**src/rtl/instruction_prefetch_buffer.sv**
```systemverilog
// ---------------------------------------------------------------------------
// instruction_prefetch_buffer
//
// Decoupled fetch front end feeding the IF/ID register. Keeps its own fetch
// PC, reads one ROM word per cycle and queues {pc, instruction} pairs in a
// small circular FIFO. The hazard unit's load_enable (deq_en) pops the head,
// and a branch/jump redirect (flush) empties the queue and restarts fetch.
//
// Optional feature macro: PREFETCH_BYPASS_EN
//   When defined, an empty queue presents the word being fetched this cycle
//   straight from rom_data, cutting post-flush latency to one cycle.
//   When undefined, outputs come only from registered queue state.
// ---------------------------------------------------------------------------
module instruction_prefetch_buffer #(
   parameter int          DEPTH    = 4,
   parameter int          ROM_AW   = 9,
   parameter logic [31:0] NOP_WORD = 32'h0000_0013
) (
   input  logic              clk,
   input  logic              reset,
   output logic [ROM_AW-1:0] rom_addr,
   input  logic [31:0]       rom_data,
   input  logic              flush,
   input  logic [31:0]       flush_target,
   input  logic              deq_en,
   output logic              out_valid,
   output logic [31:0]       out_instruction,
   output logic [31:0]       out_pc,
   output logic [31:0]       out_pc_plus4
);

   localparam int PTR_W = (DEPTH > 1) ? $clog2(DEPTH) : 1;
   localparam int CNT_W = PTR_W + 1;
   localparam logic [CNT_W-1:0] FULL_COUNT = CNT_W'(DEPTH);

   // Fetch state and queue bookkeeping
   logic [31:0]      fetch_pc;
   logic [PTR_W-1:0] rd_ptr;
   logic [PTR_W-1:0] wr_ptr;
   logic [CNT_W-1:0] count;

   // Queue storage: one {pc, instruction} pair per entry
   logic [31:0] pc_mem    [DEPTH];
   logic [31:0] instr_mem [DEPTH];

   // Control decode
   logic head_valid;
   logic bypass_active;
   logic push;
   logic pop;

   // The ROM sees only the low address bits; fetch_pc keeps all 32 bits.
   assign rom_addr = fetch_pc[ROM_AW-1:0];

   // Derive head validity, bypass condition and the push/pop strobes.
   always_comb begin
      // NOTE: every signal written here is assigned up front, so no path can
      // leave one unassigned and infer a latch.
      head_valid    = (count != '0);
      bypass_active = 1'b0;
      out_valid     = 1'b0;
      pop           = 1'b0;
      push          = 1'b0;
`ifdef PREFETCH_BYPASS_EN
      bypass_active = (count == '0) & ~reset & ~flush;
`endif
      out_valid = ~reset & (head_valid | bypass_active);
      pop       = deq_en & out_valid & ~flush;
      push      = ~flush & ((count < FULL_COUNT) | pop);
   end

   // Select what IF/ID sees: the bypassed ROM word, the queue head, or a NOP.
   always_comb begin
      out_instruction = NOP_WORD;
      out_pc          = 32'h0;
      out_pc_plus4    = 32'h0;
      if (bypass_active) begin
         out_instruction = rom_data;
         out_pc          = fetch_pc;
         out_pc_plus4    = fetch_pc + 32'd4;
      end else if (out_valid) begin
         out_instruction = instr_mem[rd_ptr];
         out_pc          = pc_mem[rd_ptr];
         out_pc_plus4    = pc_mem[rd_ptr] + 32'd4;
      end
   end

   // Advance fetch PC, pointers and occupancy; reset dominates flush.
   always_ff @(posedge clk) begin
      // NOTE: sequential state uses non-blocking assignments so every register
      // samples the pre-edge values of the others, independent of statement order.
      if (reset) begin
         fetch_pc <= 32'h0;
         rd_ptr   <= '0;
         wr_ptr   <= '0;
         count    <= '0;
      end else if (flush) begin
         fetch_pc <= flush_target;
         rd_ptr   <= '0;
         wr_ptr   <= '0;
         count    <= '0;
      end else begin
         if (push) begin
            wr_ptr   <= wr_ptr + PTR_W'(1);
            fetch_pc <= fetch_pc + 32'd4;
         end
         if (pop) begin
            rd_ptr <= rd_ptr + PTR_W'(1);
         end
         count <= count + CNT_W'(push) - CNT_W'(pop);
      end
   end

   // Capture the fetched pair into the slot at wr_ptr.
   always_ff @(posedge clk) begin
      // NOTE: the storage array has no reset; count gates every read, so stale
      // contents are never presented and the array can map onto plain RAM.
      if (push) begin
         pc_mem[wr_ptr]    <= fetch_pc;
         instr_mem[wr_ptr] <= rom_data;
      end
   end

endmodule

```
**config.mk**
```make
export PLATFORM = sky130hd
export DESIGN_NAME = instruction_prefetch_buffer
export DESIGN_NICKNAME = d
export VERILOG_FILES = /design/src/rtl/instruction_prefetch_buffer.sv
export SDC_FILE = /design/constraint.sdc
export NUM_CORES = 1
export LEC_CHECK = 0
export BUFFER_PORTS_ARGS = -buffer_cell sky130_fd_sc_hd__buf_2
export CORE_ASPECT_RATIO = 1.4
export CORE_MARGIN = 3
export CORE_UTILIZATION = 33
export CTS_BUF_LIST = sky130_fd_sc_hd__clkbuf_16
export DETAILED_ROUTE_END_ITERATION = 8
export PLACE_DENSITY = 0.6
export REMOVE_ABC_BUFFERS = 1
export SETUP_SLACK_MARGIN = 0.1
export SYNTH_ARGS = -nofsm -noshare
export SYNTH_HDL_FRONTEND = slang
export SYNTH_SLANG_ARGS = --single-unit
```
**constraint.sdc**
```tcl
create_clock -name clk -period 3.7 [get_ports clk]
set_input_delay 0.185 -clock clk [delete_from_list [all_inputs] [get_ports clk]]
set_output_delay 0.185 -clock clk [all_outputs]
set_load 0.05 [all_outputs]
```
==> flow_summary.ini, run 1 <==
[clock_tree]
clockRootBuffer = clkbuf_16
htreeDepth = 1
cts_tree = built
cts_buffer_depth = 3
clkTransAtPathRegs_ns = 0.07
clock_sinks = 297
cts_setup_buffers = 0
cts-buffers-inserted = 26
clock_latency_ns = 0.53

[sta]
maxSlewHeadroom_pct = 57.8
period_share_pct = 92.6
fin_crit_ns = 3.43
tns_ns = 0
setup_violations = 0
final_hold_viol_count = 0
rsz0062_at_grt = false
drv_slew = 0
finalClockSkew_ns = 0.00912
tightest_slew_ns = 0.633
fmax_ghz = 0.292

[drt]
route.detailed.drc = 0
firstDrtPassIters = 4
via_per_inst = 4.94
vias = 7546
wl_mm = 29.7
wl_per_cell_um = 19.4
antenna_left = 0
drtIter0Drc = 513

[logic_synthesis]
synthArstFlopShare_pct = 0
synth_commonest_cells = edfxtp_1, nor2_1, and2_1
synthCells = 804
synth_cell_types = 48
yosysMostFrequentCell = edfxtp_1
yosysWarnings = 0
avgSynthCellArea_um2 = 15.7
ys_seq_elements = 297
yosys.area.top_type_share_pct = 60.8
syn_area_um2 = 12600
ys_seq_area_share_pct = 67.3
synthTopCellsByArea = edfxtp_1, mux4_2, dfxtp_1, and2_1, nor2_1
synth_area_leader_cell = edfxtp_1
synth_edf_count = 256
yosys_most_used_dff = edfxtp_1

[global_routing]
grt_usage_pct = 14.3
grt_start_max_net_pins = 40
overflow = 0
first_global_vias = 7714
grt_pass1_wl_mm = 44.8
antenna_found_initial = 0

[critical_path]
worst-setup-path-type = reg -> out
r2r-start = count[2]
endpoint_kind = primary output
crit_arrival_ns = 3.24
cp_max_fo = 16
cp-start-kind = register
crit_required_ns = 3.51

[placement]
dp_hpwl_mm = 20.3
dpl_cell_area_um2 = 14100
gp_congestion = 0.772
placedCellCount = 1420
io_buffer_count = 173

[power_and_ir_drop]
powerDensity_nw_per_um2 = 458
switching_share_pct = 23.8
peakVddDrop_mv = 0.335
pwr-share-comb_pct = 9.0
power.internal_mw = 5.42
pwr-share-seq_pct = 54.1
total_power_mw = 7.11
p_sw_mw = 1.69
power.share.clock_pct = 36.9
cellLeakagePower_nw = 5.51

[die]
io_pins = 174
start_util_pct = 33.5
core-area_um2 = 37700
rows = 84
die_w_um = 171
die_h_um = 238
die-area_um2 = 40800

[final_layout]
stdcell_count = 1528
fin_nets = 1112
layout-drive-gt1-share_pct = 30.8
area_delta_synth_final_pct = 22.7
final_area_um2 = 15500
antenna_cells = 0

[status]
status = complete, no violations

[flow_run]
maxCapViolCount = 0

[worst_hold_path]
hold_path_startpoint = flush_target[17]
holdCritPathClass = in -> reg
## worst paths after layout
path / end / slack, ns / cells after the start
setup / recovery: out_pc_plus4[23] / 0.27 / 6
hold / removal: fetch_pc[17] / 0.03 / 3
setup reg to reg: count[2] / 1.34 / 10
hold reg to reg: pc_mem[2][31] / 0.53 / 0
## per-stage QoR
stage	utilization, %	worst slack [ns]	hold WS [ns]
6_report	41.2	0.272	0.0333
5_1_grt	41.2	0.118	0.0271
4_1_cts	41.1	0.110	0.0167
3_5_place_dp	37.3	0.584	0.404
3_3_place_gp	37.3	0.598	0.399
2_1_floorplan	-	-2.06	0.254
## critical path, cell delays in order (launching register included)
cell	delay, ns
dfxtp_4	0.53
mux4_1	0.40
nand4_2	0.14
or4_4	0.68
or4_1	0.53
a21oi_1	0.14
buf_2	0.28
## registers in the layout, summed over array words and instances (netlist names), named ones only
name,flops
fetch_pc,32
instr_mem,128
pc_mem,128
count,3
rd_ptr,2
wr_ptr,2
## routing by layer
metal	global-route usage (%)	share of wire, %
met5	0	0
met1	17.0	39
met4	4.32	2.3
met2	26.6	55
met3	1.63	3.7
## layout make-up
cell class	count	area, um^2
Clock inverter	21	153
Tap cell	473	592
Multi-Input combinational cell	429	3790
Clock buffer	27	676
Inverter	22	82.6
Sequential cell	297	8520
Timing Repair Buffer	259	1720
Fill cell	3378	22200
## layout by cell type (no fill, tap or decap), drive strengths merged, types with 18 or more instances in the layout
cell / Yosys / final
and2: 64 / 64
buf: 23 / 199
clkbuf: 33 / 27
dfxtp: 41 / 41
dlygate4sd3: 0 / 60
edfxtp: 256 / 256
inv: 21 / 25
mux4: 64 / 64
nand2: 33 / 33
nor2: 65 / 65
nor3: 19 / 19
xnor2: 21 / 21
xor2: 18 / 18
## power groups by stage
stage,clock (mW),sequential (mW),combinational (mW)
floorplan,0,3.92,0.360
global placement,0,3.91,0.593
detailed placement,0,3.92,0.597
CTS,2.69,3.85,0.649
global route,2.82,3.86,0.687
finish,2.62,3.85,0.639
## logic make-up (layout without fill, tap and decap cells)
group | after synthesis | after routing | synth area share (%)
adders and majority gates | 9 | 9 | 0.950
xor gates and xnor gates | 39 | 39 | 2.70
AOI/OAI and AO/OA | 52 | 52 | 2.92
DFF | 297 | 297 | 67.3
and+or+nand+nor | 249 | 249 | 10.3
muxes | 80 | 80 | 12.9
buffers and inverters | 78 | 329 | 2.93
## repair_timing
action,in CTS,in global routing
endpoints found under the hold margin,156,0
setup endpoints to repair,14,6
hold buffers,60,0
resized for setup,4,1
(Power assumes the default switching activity.)
==> run 2: changes to the inputs <==
--- a/config.mk
+++ b/config.mk
@@ -9,7 +9,6 @@
 export CORE_ASPECT_RATIO = 1.4
 export CORE_MARGIN = 3
 export CORE_UTILIZATION = 33
-export CTS_BUF_LIST = sky130_fd_sc_hd__clkbuf_16
 export DETAILED_ROUTE_END_ITERATION = 8
 export PLACE_DENSITY = 0.6
 export REMOVE_ABC_BUFFERS = 1
==> flow_summary.ini, run 2 (synthesized netlist as in run 1, its figures left out) <==
[sta]
maxSlewHeadroom_pct = 58.2
rsz0062_at_grt = false
setup_violations = 0
drv_slew = 0
final_hold_viol_count = 0
fin_crit_ns = 3.42
period_share_pct = 92.6
tns_ns = 0
tightest_slew_ns = 0.627
worst_slack_ns = 0.275
hold_ws_ns = 0.0316
fmax_ghz = 0.292
finalClockSkew_ns = 0.00847

[placement]
dp_hpwl_mm = 20.3
place_ws_ns = 0.584
gp_congestion = 0.772
io_buffer_count = 173

[final_layout]
final_common_cell = edfxtp_1
seq_area_um2 = 8520
layout-drive-gt1-share_pct = 30.9
multi_input_area_um2 = 3790
final_core_util_pct = 41.2
final_cell_mix = edfxtp_1, buf_2, nor2_1
reg.largest.list = instr_mem x128, pc_mem x128, fetch_pc x32
antenna_cells = 0
area_delta_synth_final_pct = 22.8
n_fill_cell = 3377
fin_nets = 1112

[status]
status = complete, no violations

[worst_hold_path]
hold_path_startpoint = flush_target[17]
holdCritPathClass = in -> reg
min_to = fetch_pc[17]
whs_path_depth = 3

[clock_tree]
clock_latency_ns = 0.53
cts_buffer_depth = 3
htreeDepth = 1
clkTransAtPathRegs_ns = 0.07
clockRootBuffer = clkbuf_16
cts_tree = built
cts-buffers-inserted = 26
cts_setup_buffers = 0
clock_sinks = 297

[global_routing]
grt_pass1_wl_mm = 44.9
antenna_found_initial = 0
grt_start_max_net_pins = 40
overflow = 0
first_global_vias = 7722
grt_usage_pct = 14.3

[power_and_ir_drop]
powerDensity_nw_per_um2 = 459
switching_share_pct = 23.7
pwr-share-seq_pct = 53.9
pwr-share-comb_pct = 9.0
p_sw_mw = 1.69
power.share.clock_pct = 37.1
cellLeakagePower_nw = 5.51
power.internal_mw = 5.45
peakVddDrop_mv = 0.336
total_power_mw = 7.14

[die]
die-area_um2 = 40800
rows = 84
io_pins = 174
start_util_pct = 33.5
die_h_um = 238
core-area_um2 = 37700
die_w_um = 171

[critical_path]
r2r-start = count[2]
worst-r2r-cell-count = 10
endpoint_kind = primary output
crit_required_ns = 3.51
regToRegSetupSlack_ns = 1.34
cp_max_fo = 16
crit_arrival_ns = 3.24
worst-setup-path-type = reg -> out
reg2reg_to = count[2]
cp-start-kind = register

[drt]
drtIter0Drc = 531
via_per_inst = 4.95
vias = 7568
route.detailed.drc = 0
antenna_left = 0
firstDrtPassIters = 4
wl_mm = 29.7
wl_per_cell_um = 19.4

[flow_run]
maxCapViolCount = 0
==> run 2: worst max path at each step <==
stage	slack (ns)	endpoint	start	depth (start not counted)
detailed placement	0.58	out_pc_plus4[10]	register	8
CTS	0.11	out_pc_plus4[10]	register	8
global route	0.12	out_pc_plus4[23]	register	6
floorplan	-2.06	out_pc_plus4[23]	register	5
finish	0.28	out_pc_plus4[23]	register	6
global placement	0.60	out_pc_plus4[23]	register	6
==> run 2: worst max-delay path: stages, from the launching register on <==
cell and delay (ns):
dfxtp_4 0.52, mux4_1 0.40, nand4_2 0.14, or4_4 0.68, or4_1 0.53, a21oi_1 0.14
buf_2 0.28
==> run 2: power groups by stage <==
stage / clock (mW) / combinational (mW) / sequential (mW)
2_1_floorplan: 0 / 0.360 / 3.92
3_3_place_gp: 0 / 0.593 / 3.91
3_5_place_dp: 0 / 0.597 / 3.92
4_1_cts: 2.72 / 0.649 / 3.85
5_1_grt: 2.84 / 0.687 / 3.86
6_report: 2.65 / 0.639 / 3.85
==> run 2: stage by stage <==
| step | instance area [um^2] | instances |
|---|---|---|
| 2_1_floorplan | 12400 | 748 |
| 3_3_place_gp | 14100 | 1420 |
| 3_5_place_dp | 14100 | 1420 |
| 4_1_cts | 15500 | 1528 |
| 5_1_grt | 15500 | 1528 |
| 6_report | 15500 | 1528 |
==> run 2: timing repair <==
item                                   CTS  global route
endpoints found under the hold margin  156             0
gates resized for setup                  4             1
setup endpoints to repair               14             6
hold buffers                            60             0
==> run 2: cell type report <==
type / count / share of cell area (%)
Clock buffer: 31 / 4.51
Clock inverter: 17 / 0.886
Inverter: 22 / 0.531
Multi-Input combinational cell: 429 / 24.4
Sequential cell: 297 / 54.8
Tap cell: 473 / 3.81
Timing Repair Buffer: 259 / 11.1
==> run 2: metal layers <==
metal,GRT usage [%],vias up,routed length [um]
li1,-,3540,-
met1,17.0,3827,11700
met2,26.6,160,16200
met3,1.63,41,1050
met4,4.32,0,727
met5,0,-,0
